--- config.mk ---
export PLATFORM = sky130hd
export DESIGN_NAME = prv664_dispatch_nw
export DESIGN_NICKNAME = d
export VERILOG_FILES = /design/src/rtl/prv664_disp_pkg.sv /design/src/rtl/prv664_disp_scoreboard.sv /design/src/rtl/prv664_dispatch_nw.sv
export SDC_FILE = /design/constraint.sdc
export NUM_CORES = 1
export LEC_CHECK = 0
export BUFFER_PORTS_ARGS = -buffer_cell sky130_fd_sc_hd__buf_2
export CAP_MARGIN = 5
export CORE_ASPECT_RATIO = 0.6
export CORE_MARGIN = 4
export CORE_UTILIZATION = 45
export DETAILED_ROUTE_END_ITERATION = 10
export SYNTH_ARGS = -nofsm -noshare
export SYNTH_HDL_FRONTEND = slang
export SYNTH_SLANG_ARGS = --single-unit
--- constraint.sdc ---
create_clock -name clk_i -period 4.4 [get_ports clk_i]
set_input_delay 0.44 -clock clk_i [delete_from_list [all_inputs] [get_ports clk_i]]
set_output_delay 0.44 -clock clk_i [all_outputs]
set_load 0.01 [all_outputs]
--- src/rtl/prv664_disp_pkg.sv ---
// Shared types for the prv664 dispatch stage: FU class numbering, the
// serialisation FSM encoding and the per-lane decoded-instruction view.
package prv664_disp_pkg;

  localparam int DISP_FU_BYPASS = 0;
  localparam int DISP_FU_SYSMAN = 1;
  localparam int DISP_FU_BRU    = 2;
  localparam int DISP_FU_ALU    = 3;
  localparam int DISP_FU_MDIV   = 4;
  localparam int DISP_FU_LSU    = 5;

  localparam int DISP_FU_W   = 3;
  localparam int DISP_ITAG_W = 8;

  typedef enum logic [1:0] {
    SER_IDLE  = 2'd0,
    SER_DRAIN = 2'd1,
    SER_ISSUE = 2'd2,
    SER_WAIT  = 2'd3
  } ser_state_e;

  typedef struct packed {
    logic                   rs1en;
    logic                   rs2en;
    logic                   rden;
    logic [4:0]             rs1;
    logic [4:0]             rs2;
    logic [4:0]             rd;
    logic [DISP_FU_W-1:0]   fu;
    logic                   ser;
    logic [DISP_ITAG_W-1:0] itag;
  } disp_lane_t;

  // True when an enabled operand names the given register.
  function automatic logic reg_hit(logic en, logic [4:0] a, logic [4:0] b);
    return en && (a == b);
  endfunction

endpackage

--- src/rtl/prv664_disp_scoreboard.sv ---
// Integer scoreboard: per-register busy bit and owning itag, with tagged
// writeback forwarded into the same-cycle view and set-over-clear priority.
module prv664_disp_scoreboard
  import prv664_disp_pkg::*;
#(
  parameter int NREG   = 32,
  parameter int ITAG_W = 8,
  parameter int DISP_W = 2,
  parameter int WB_N   = 3
) (
  input  logic                     clk_i,
  input  logic                     rst_n_i,
  input  logic                     flush_i,
  input  logic [DISP_W-1:0]        set_en_i,
  input  logic [DISP_W*5-1:0]      set_rd_i,
  input  logic [DISP_W*ITAG_W-1:0] set_itag_i,
  input  logic [WB_N-1:0]          wb_valid_i,
  input  logic [WB_N*5-1:0]        wb_rd_i,
  input  logic [WB_N*ITAG_W-1:0]   wb_itag_i,
  output logic [NREG-1:0]          eff_busy_o,
  output logic [NREG-1:0]          busy_o
);

  logic [NREG-1:0]   busy_q, busy_d, clr;
  logic [ITAG_W-1:0] owner_q [NREG];
  logic [ITAG_W-1:0] owner_d [NREG];

  always_comb begin
    clr     = '0;
    busy_d  = '0;
    owner_d = owner_q;
    // A writeback only counts if it carries the tag of the current owner.
    for (int r = 0; r < NREG; r++) begin
      for (int j = 0; j < WB_N; j++) begin
        if (reg_hit(wb_valid_i[j], wb_rd_i[j*5 +: 5], 5'(r)) &&
            wb_itag_i[j*ITAG_W +: ITAG_W] == owner_q[r]) begin
          clr[r] = 1'b1;
        end
      end
    end
    eff_busy_o    = busy_q & ~clr;
    eff_busy_o[0] = 1'b0;
    busy_d        = busy_q & ~clr;
    for (int k = 0; k < DISP_W; k++) begin
      for (int r = 1; r < NREG; r++) begin
        if (reg_hit(set_en_i[k], set_rd_i[k*5 +: 5], 5'(r))) begin
          busy_d[r]  = 1'b1;
          owner_d[r] = set_itag_i[k*ITAG_W +: ITAG_W];
        end
      end
    end
    busy_d[0] = 1'b0;
  end

  always_ff @(posedge clk_i) begin
    if (!rst_n_i || flush_i) begin
      busy_q <= '0;
      for (int r = 0; r < NREG; r++) owner_q[r] <= '0;
    end else begin
      busy_q  <= busy_d;
      owner_q <= owner_d;
    end
  end

  assign busy_o = busy_q;

endmodule

--- src/rtl/prv664_dispatch_nw.sv ---
// N-lane in-order dispatch: hazard checks against the scoreboard and older
// lanes, per-class FU port arbitration and a drain FSM for CSR/fence ops.
module prv664_dispatch_nw
  import prv664_disp_pkg::*;
#(
  parameter int DISP_W         = 2,
  parameter int NREG           = 32,
  parameter int ITAG_W         = 8,
  parameter int NFU            = 6,
  parameter int WB_N           = 3,
  parameter int SER_LANE0_ONLY = 1,
  localparam int FU_W   = $clog2(NFU),
  localparam int LANE_W = (DISP_W > 1) ? $clog2(DISP_W) : 1,
  localparam int CNT_W  = $clog2(DISP_W + 1)
) (
  input  logic                     clk_i,
  input  logic                     rst_n_i,
  input  logic                     flush_i,
  input  logic [DISP_W-1:0]        in_valid_i,
  input  logic [DISP_W-1:0]        in_rs1en_i,
  input  logic [DISP_W-1:0]        in_rs2en_i,
  input  logic [DISP_W-1:0]        in_rden_i,
  input  logic [DISP_W*5-1:0]      in_rs1_i,
  input  logic [DISP_W*5-1:0]      in_rs2_i,
  input  logic [DISP_W*5-1:0]      in_rd_i,
  input  logic [DISP_W*FU_W-1:0]   in_fu_i,
  input  logic [DISP_W-1:0]        in_ser_i,
  input  logic [DISP_W*ITAG_W-1:0] in_itag_i,
  output logic [CNT_W-1:0]         deq_cnt_o,
  output logic [NFU-1:0]           fu_valid_o,
  input  logic [NFU-1:0]           fu_ready_i,
  output logic [NFU*LANE_W-1:0]    fu_lane_o,
  input  logic [WB_N-1:0]          wb_valid_i,
  input  logic [WB_N*5-1:0]        wb_rd_i,
  input  logic [WB_N*ITAG_W-1:0]   wb_itag_i,
  input  logic                     rob_empty_i,
  output logic [NREG-1:0]          busy_o,
  output logic [1:0]               ser_state_o
);

  disp_lane_t               lane [DISP_W];
  ser_state_e               state_q, state_d;
  logic [NREG-1:0]          eff_busy;
  logic [DISP_W-1:0]        disp, set_en;
  logic [DISP_W*5-1:0]      set_rd;
  logic [DISP_W*ITAG_W-1:0] set_itag;
  logic                     stop, lane_ok;

  always_comb begin
    for (int k = 0; k < DISP_W; k++) begin
      lane[k]       = '0;
      lane[k].rs1en = in_rs1en_i[k];
      lane[k].rs2en = in_rs2en_i[k];
      lane[k].rden  = in_rden_i[k];
      lane[k].rs1   = in_rs1_i[k*5 +: 5];
      lane[k].rs2   = in_rs2_i[k*5 +: 5];
      lane[k].rd    = in_rd_i[k*5 +: 5];
      lane[k].fu    = DISP_FU_W'(in_fu_i[k*FU_W +: FU_W]);
      lane[k].ser   = in_ser_i[k];
      lane[k].itag  = DISP_ITAG_W'(in_itag_i[k*ITAG_W +: ITAG_W]);
    end
  end

  // Handshake: the FU port strobes fu_valid_o with the issuing lane on
  // fu_lane_o; a transfer happens on fu_valid_o & fu_ready_i, and valid is
  // only raised when ready is already high, so every strobe is a transfer.
  always_comb begin
    disp       = '0;
    fu_valid_o = '0;
    fu_lane_o  = '0;
    deq_cnt_o  = '0;
    lane_ok    = 1'b0;
    stop       = flush_i || !rst_n_i || state_q == SER_DRAIN || state_q == SER_WAIT;
    for (int k = 0; k < DISP_W; k++) begin
      lane_ok = !stop && in_valid_i[k];
      if (state_q == SER_ISSUE && k != 0) lane_ok = 1'b0;
      // With SER_LANE0_ONLY clear, younger-lane ser ops are issued unserialised.
      if (state_q == SER_IDLE && lane[k].ser && (k == 0 || SER_LANE0_ONLY != 0)) lane_ok = 1'b0;
      if ((lane[k].rs1en && eff_busy[lane[k].rs1]) ||
          (lane[k].rs2en && eff_busy[lane[k].rs2]) ||
          (lane[k].rden  && eff_busy[lane[k].rd])) lane_ok = 1'b0;
      for (int j = 0; j < DISP_W; j++) begin
        if (j < k && lane[j].rden && lane[j].rd != 5'd0 &&
            (reg_hit(lane[k].rs1en, lane[k].rs1, lane[j].rd) ||
             reg_hit(lane[k].rs2en, lane[k].rs2, lane[j].rd) ||
             reg_hit(lane[k].rden,  lane[k].rd,  lane[j].rd))) lane_ok = 1'b0;
      end
      if (32'(lane[k].fu) >= NFU) lane_ok = 1'b0;
      else if (fu_valid_o[lane[k].fu] || !fu_ready_i[lane[k].fu]) lane_ok = 1'b0;
      if (lane_ok) begin
        disp[k]                                = 1'b1;
        fu_valid_o[lane[k].fu]                 = 1'b1;
        fu_lane_o[lane[k].fu*LANE_W +: LANE_W] = LANE_W'(k);
        deq_cnt_o                              = deq_cnt_o + CNT_W'(1);
      end else begin
        stop = 1'b1;
      end
    end
  end

  always_comb begin
    for (int k = 0; k < DISP_W; k++) begin
      set_en[k]                      = disp[k] && lane[k].rden && lane[k].rd != 5'd0;
      set_rd[k*5 +: 5]               = lane[k].rd;
      set_itag[k*ITAG_W +: ITAG_W]   = ITAG_W'(lane[k].itag);
    end
  end

  prv664_disp_scoreboard #(
    .NREG   (NREG),
    .ITAG_W (ITAG_W),
    .DISP_W (DISP_W),
    .WB_N   (WB_N)
  ) u_sb (
    .clk_i      (clk_i),
    .rst_n_i    (rst_n_i),
    .flush_i    (flush_i),
    .set_en_i   (set_en),
    .set_rd_i   (set_rd),
    .set_itag_i (set_itag),
    .wb_valid_i (wb_valid_i),
    .wb_rd_i    (wb_rd_i),
    .wb_itag_i  (wb_itag_i),
    .eff_busy_o (eff_busy),
    .busy_o     (busy_o)
  );

  always_ff @(posedge clk_i) begin
    if (!rst_n_i || flush_i) state_q <= SER_IDLE;
    else                     state_q <= state_d;
  end

  always_comb begin
    state_d = state_q;
    case (state_q)
      SER_IDLE:  if (in_valid_i[0] && lane[0].ser) state_d = SER_DRAIN;
      SER_DRAIN: if (busy_o == '0 && rob_empty_i) state_d = SER_ISSUE;
      SER_ISSUE: if (disp[0]) state_d = SER_WAIT;
      SER_WAIT:  if (rob_empty_i) state_d = SER_IDLE;
      default:   state_d = SER_IDLE;
    endcase
  end

  assign ser_state_o = state_q;

endmodule

==> results.sh <==
export IMPL_worstHoldEndpoint="u_sb.owner_q[95]"
export IMPL_chipHeight_um=193
export IMPL_first_global_vias=28900
export IMPL_synth_compound_area_share_pct=16.5
export IMPL_synth_yosys_seq_area_share_pct=21.9
export IMPL_design_final_nets=3787
export IMPL_status="finished, violations left"
export IMPL_rsz0062_at_grt="yes"
export IMPL_rrSetupSlack_ns=-0.10
export IMPL_numCtsBuffers=31
export IMPL_utilization_pct=60.8
export IMPL_worst_path_max_fanout=10
export IMPL_cp_depth=18
export IMPL_pin_count_of_the_biggest_net_entering_global_routing=89
export IMPL_initial_util_pct=45.8
export IMPL_ir_drop_mv=0.332
export IMPL_drc=0
export IMPL_arrival_ns=4.51
export IMPL_synthesis_area_per_instance_um2=8.24
export IMPL_wirelength_um=166000
export IMPL_critPathRequiredTime_ns=3.96
export IMPL_worst_r2r_path_depth=19
export IMPL_setup_viol=45
export IMPL_seq_area_mm2=0.00569
export IMPL_dieArea_mm2=0.0611
export IMPL_global_route_overflow_total=0
export IMPL_fin_total_pwr_mw=7.21
export IMPL_static_leakage_power_nw=12.8
export IMPL_synth_async_sr_flop_share_pct=0
export IMPL_yosys_mux_area_fraction_pct=6.99
export IMPL_buffer_ports_inserted=160
export IMPL_worstHoldPathType="input pin to flip-flop"
export IMPL_cts_num_sinks=281
export IMPL_cts_htree_levels=1
export IMPL_setup_worst_path_end_class="output pin"
export IMPL_grt_pass1_wl_um=224000
export IMPL_clock_tree_from_tritoncts="built"
export IMPL_slew_viol_final=0
export IMPL_synth_seq_cells=281
export IMPL_post_synth_and_or_nand_nor_area_fraction_pct=22.1
export IMPL_clk_latency_ns=0.65
export IMPL_violations="setup timing"
export IMPL_yosys_area_share_adder_pct=0.439
export IMPL_cts_root_buffer_cell="clkbuf_16"
export IMPL_ys_warnings_count=0
export IMPL_number_of_iterations_in_the_first_detailed_routing_pass=9
export IMPL_critical_path_cell_chain="buf_2 > buf_4 > buf_12 > buf_4 > xor2_1 > nor4_1 > nand4_1 > nand3_2 > buf_4 > nor2_1 > or3_1 > o2111a_1 > or3_1 > or3_4 > nor2_4 > nand2_4 > nor4_2 > buf_2"
export IMPL_netlist_cell_type_count=97
export IMPL_criticalPathCategory="input pin to output pin"
export IMPL_synth_edff_count=0
export IMPL_timing_final_crit_share_pct=113
export IMPL_drtAntennaViolNets=0
export IMPL_fin_ws_ns=-0.552
export IMPL_track_usage_pct=51.7
export IMPL_worst_clock_skew_ns=0.0314
export IMPL_multi_input_comb_area_mm2=0.0192
export IMPL_maxCapViolations=0
export IMPL_fillCellCount=4943
export IMPL_site_rows=67
export IMPL_mappedNetlistNets=3237
export IMPL_crit_reg2reg_launch="u_sb.owner_q[1]"
export IMPL_ctsLongestPathBuffers=3
export IMPL_min_from="in_itag_i[7]"
export IMPL_gpl_final_weighted_congestion=1.15
export IMPL_cell_mode_on_critical_path="buf_4"
export IMPL_reg2reg_to="u_sb.owner_q[174]"
export IMPL_setup_total_negative_slack_ns=-6.82
export IMPL_drt_iter0_markers=6233
export IMPL_combinational_family_with_the_most_area_after_synthesis="XOR/XNOR gates"
export IMPL_crit_path_max_incr_delay_ns=0.44
export IMPL_maximum_operating_frequency_ghz=0.202
export IMPL_worstHoldPathCells=4
export IMPL_critical_path_top_delay_family="simple AND/OR/NAND/NOR gates"
export IMPL_drt_wirelength_per_cell_um=37.2
export IMPL_power_density_cell_area_mw_per_mm2=211
export IMPL_dp_hpwl_um=125000
export IMPL_critPathLaunchType="input pin"
export IMPL_routed_via_count=31800
export IMPL_syn_to_final_growth_pct=32.9
export IMPL_commonest_non_fill_non_tap_cell_in_the_layout="buf_4"
export IMPL_post_route_cells_drive_above_1_share_pct=29.8
export IMPL_core_area_mm2=0.0561
export IMPL_detail_route_vias_per_cell=7.13
export IMPL_synthCells=3114
export IMPL_slew_headroom_pct=10.9
export IMPL_timing_critical_path_buf_inv=6
export IMPL_synthXorXnorAreaFrac_pct=25.9
export IMPL_chipWidth_um=316
export IMPL_layout_common_cells="511 x buf_4, 455 x xnor2_1, 300 x xor2_1"
export IMPL_antenna_found_initial=17
export IMPL_crit_slowest_cell="or3_4"
export IMPL_final_count_of_hold_timing_violations=0
export IMPL_place_area_mm2=0.0320
export IMPL_dominantRegCellSynth="dfxtp_1"
export IMPL_final_period_minus_worst_setup_slack_ns=4.95
export IMPL_layout_cell_area_non_filler_mm2=0.0341
export IMPL_synth_cell_area_mm2=0.0257
export IMPL_worst_slew_pin_slew_ns=1.34
export IMPL_path_clk_slew_ns=0.07
export IMPL_floorplan_io_pins=162
## metrics by stage
| step | setup WS, ns | std cells | hold WS [ns] |
|---|---|---|---|
| 6_report | -0.552 | 4455 | 0.257 |
| 5_1_grt | -0.553 | 4448 | 0.265 |
| 4_1_cts | -0.318 | 4437 | 0.218 |
| 3_5_place_dp | -0.791 | 4372 | 0.539 |
| 3_3_place_gp | -0.825 | 4372 | 0.525 |
| 2_1_floorplan | 0.0192 | 3114 | 0.488 |
## worst register-to-register path: cells and delay by family, from the launching register on
kind | cells | cell delay [ns]
xor gates and xnor gates | 1 | 0.18
buffers and inverters | 7 | 1.00
AOI/OAI and AO/OA | 5 | 1.24
DFF | 1 | 0.50
and+or+nand+nor | 6 | 1.45
## report_power, final
part / internal (mW) / leakage (nW) / total [mW] / switching [mW]
clock network: 1.64 / 0.529 / 2.92 / 1.28
logic: 0.600 / 10.0 / 1.75 / 1.15
registers: 2.54 / 2.28 / 2.54 / 0.00122
## synthesized netlist by cell type, types with 10 or more instances
cell | n | area [µm²]
a211oi_1 | 28 | 210
a21o_1 | 11 | 82.6
a21oi_1 | 152 | 761
a221o_1 | 19 | 190
a22oi_1 | 12 | 90.1
a31oi_1 | 38 | 238
and2_1 | 14 | 87.6
and3_1 | 23 | 144
and4_1 | 18 | 158
buf_1 | 11 | 41.3
buf_2 | 61 | 305
buf_4 | 51 | 383
buf_6 | 14 | 158
clkbuf_1 | 143 | 537
dfxtp_1 | 281 | 5630
inv_1 | 35 | 131
mux2_2 | 32 | 360
mux2i_1 | 137 | 1370
nand2_1 | 108 | 405
nand2b_1 | 34 | 213
nand3_1 | 110 | 551
nand3_2 | 10 | 100
nand4_1 | 179 | 1120
nor2_1 | 140 | 526
nor2b_1 | 14 | 87.6
nor3_1 | 36 | 180
nor4_1 | 112 | 701
o211ai_1 | 21 | 158
o21a_1 | 27 | 203
o21ai_0 | 77 | 385
o221ai_1 | 10 | 87.6
o22ai_1 | 36 | 225
o31a_1 | 19 | 166
o31ai_1 | 69 | 518
o41a_1 | 12 | 135
o41ai_1 | 12 | 105
or2_2 | 15 | 93.8
or3_1 | 30 | 188
or3b_2 | 10 | 87.6
or4_1 | 25 | 188
xnor2_1 | 460 | 4030
xor2_1 | 300 | 2630
## layout make-up
type | instances | share of cell area (%)
Sequential cell | 281 | 16.7
Antenna cell | 9 | 0.0660
Clock inverter | 13 | 0.565
Timing Repair Buffer | 797 | 20.5
Multi-Input combinational cell | 2516 | 56.4
Tap cell | 759 | 2.78
Clock buffer | 43 | 2.58
Inverter | 37 | 0.429
## how the worst max path moves through the flow
stage	startpoint	endpoint	slack, ns
3_5_place_dp	wb_rd_i[0]	u_sb.owner_q[230]	-0.79
5_1_grt	u_sb.owner_q[15]	fu_lane_o[5]	-0.55
2_1_floorplan	wb_itag_i[8]	fu_lane_o[5]	0.02
4_1_cts	u_sb.owner_q[1]	fu_lane_o[5]	-0.32
3_3_place_gp	wb_rd_i[2]	u_sb.owner_q[230]	-0.83
6_report	wb_itag_i[13]	fu_lane_o[4]	-0.55
## logic make-up (layout without fill, tap and decap cells)
kind of cell	count (synthesis)	after routing
mux	173	173
buf+inv	317	890
compound gates	617	617
other cells	1	10
simple gates	956	956
flops	281	281
fa+ha+maj	9	9
xor+xnor	760	760
## per-layer routing
layer	up-vias	wire (µm)	GRT usage, %	share of wire [%]
li1	12500	-	-	-
met1	15200	63800	68.2	39
met2	3203	58900	64.7	36
met3	757	32500	31.1	20
met4	24	10100	25.2	6.1
met5	-	353	1.80	0.21
## flip-flops by register name (all words and copies together), names as in the netlist
signal	cells
u_sb.owner_q	248
u_sb.busy_o	31
ser_state_o	2
## repair_timing
action                                 4_1_cts  5_1_grt
pin swaps                                   20       20
gates cloned                                 0        3
hold buffers                                 0        0
resized for setup                          105       84
endpoints found under the hold margin        0        0
setup endpoints to repair                  289      286
setup buffers                               12        8
No activity file was read; power rests on OpenSTA's default activity.
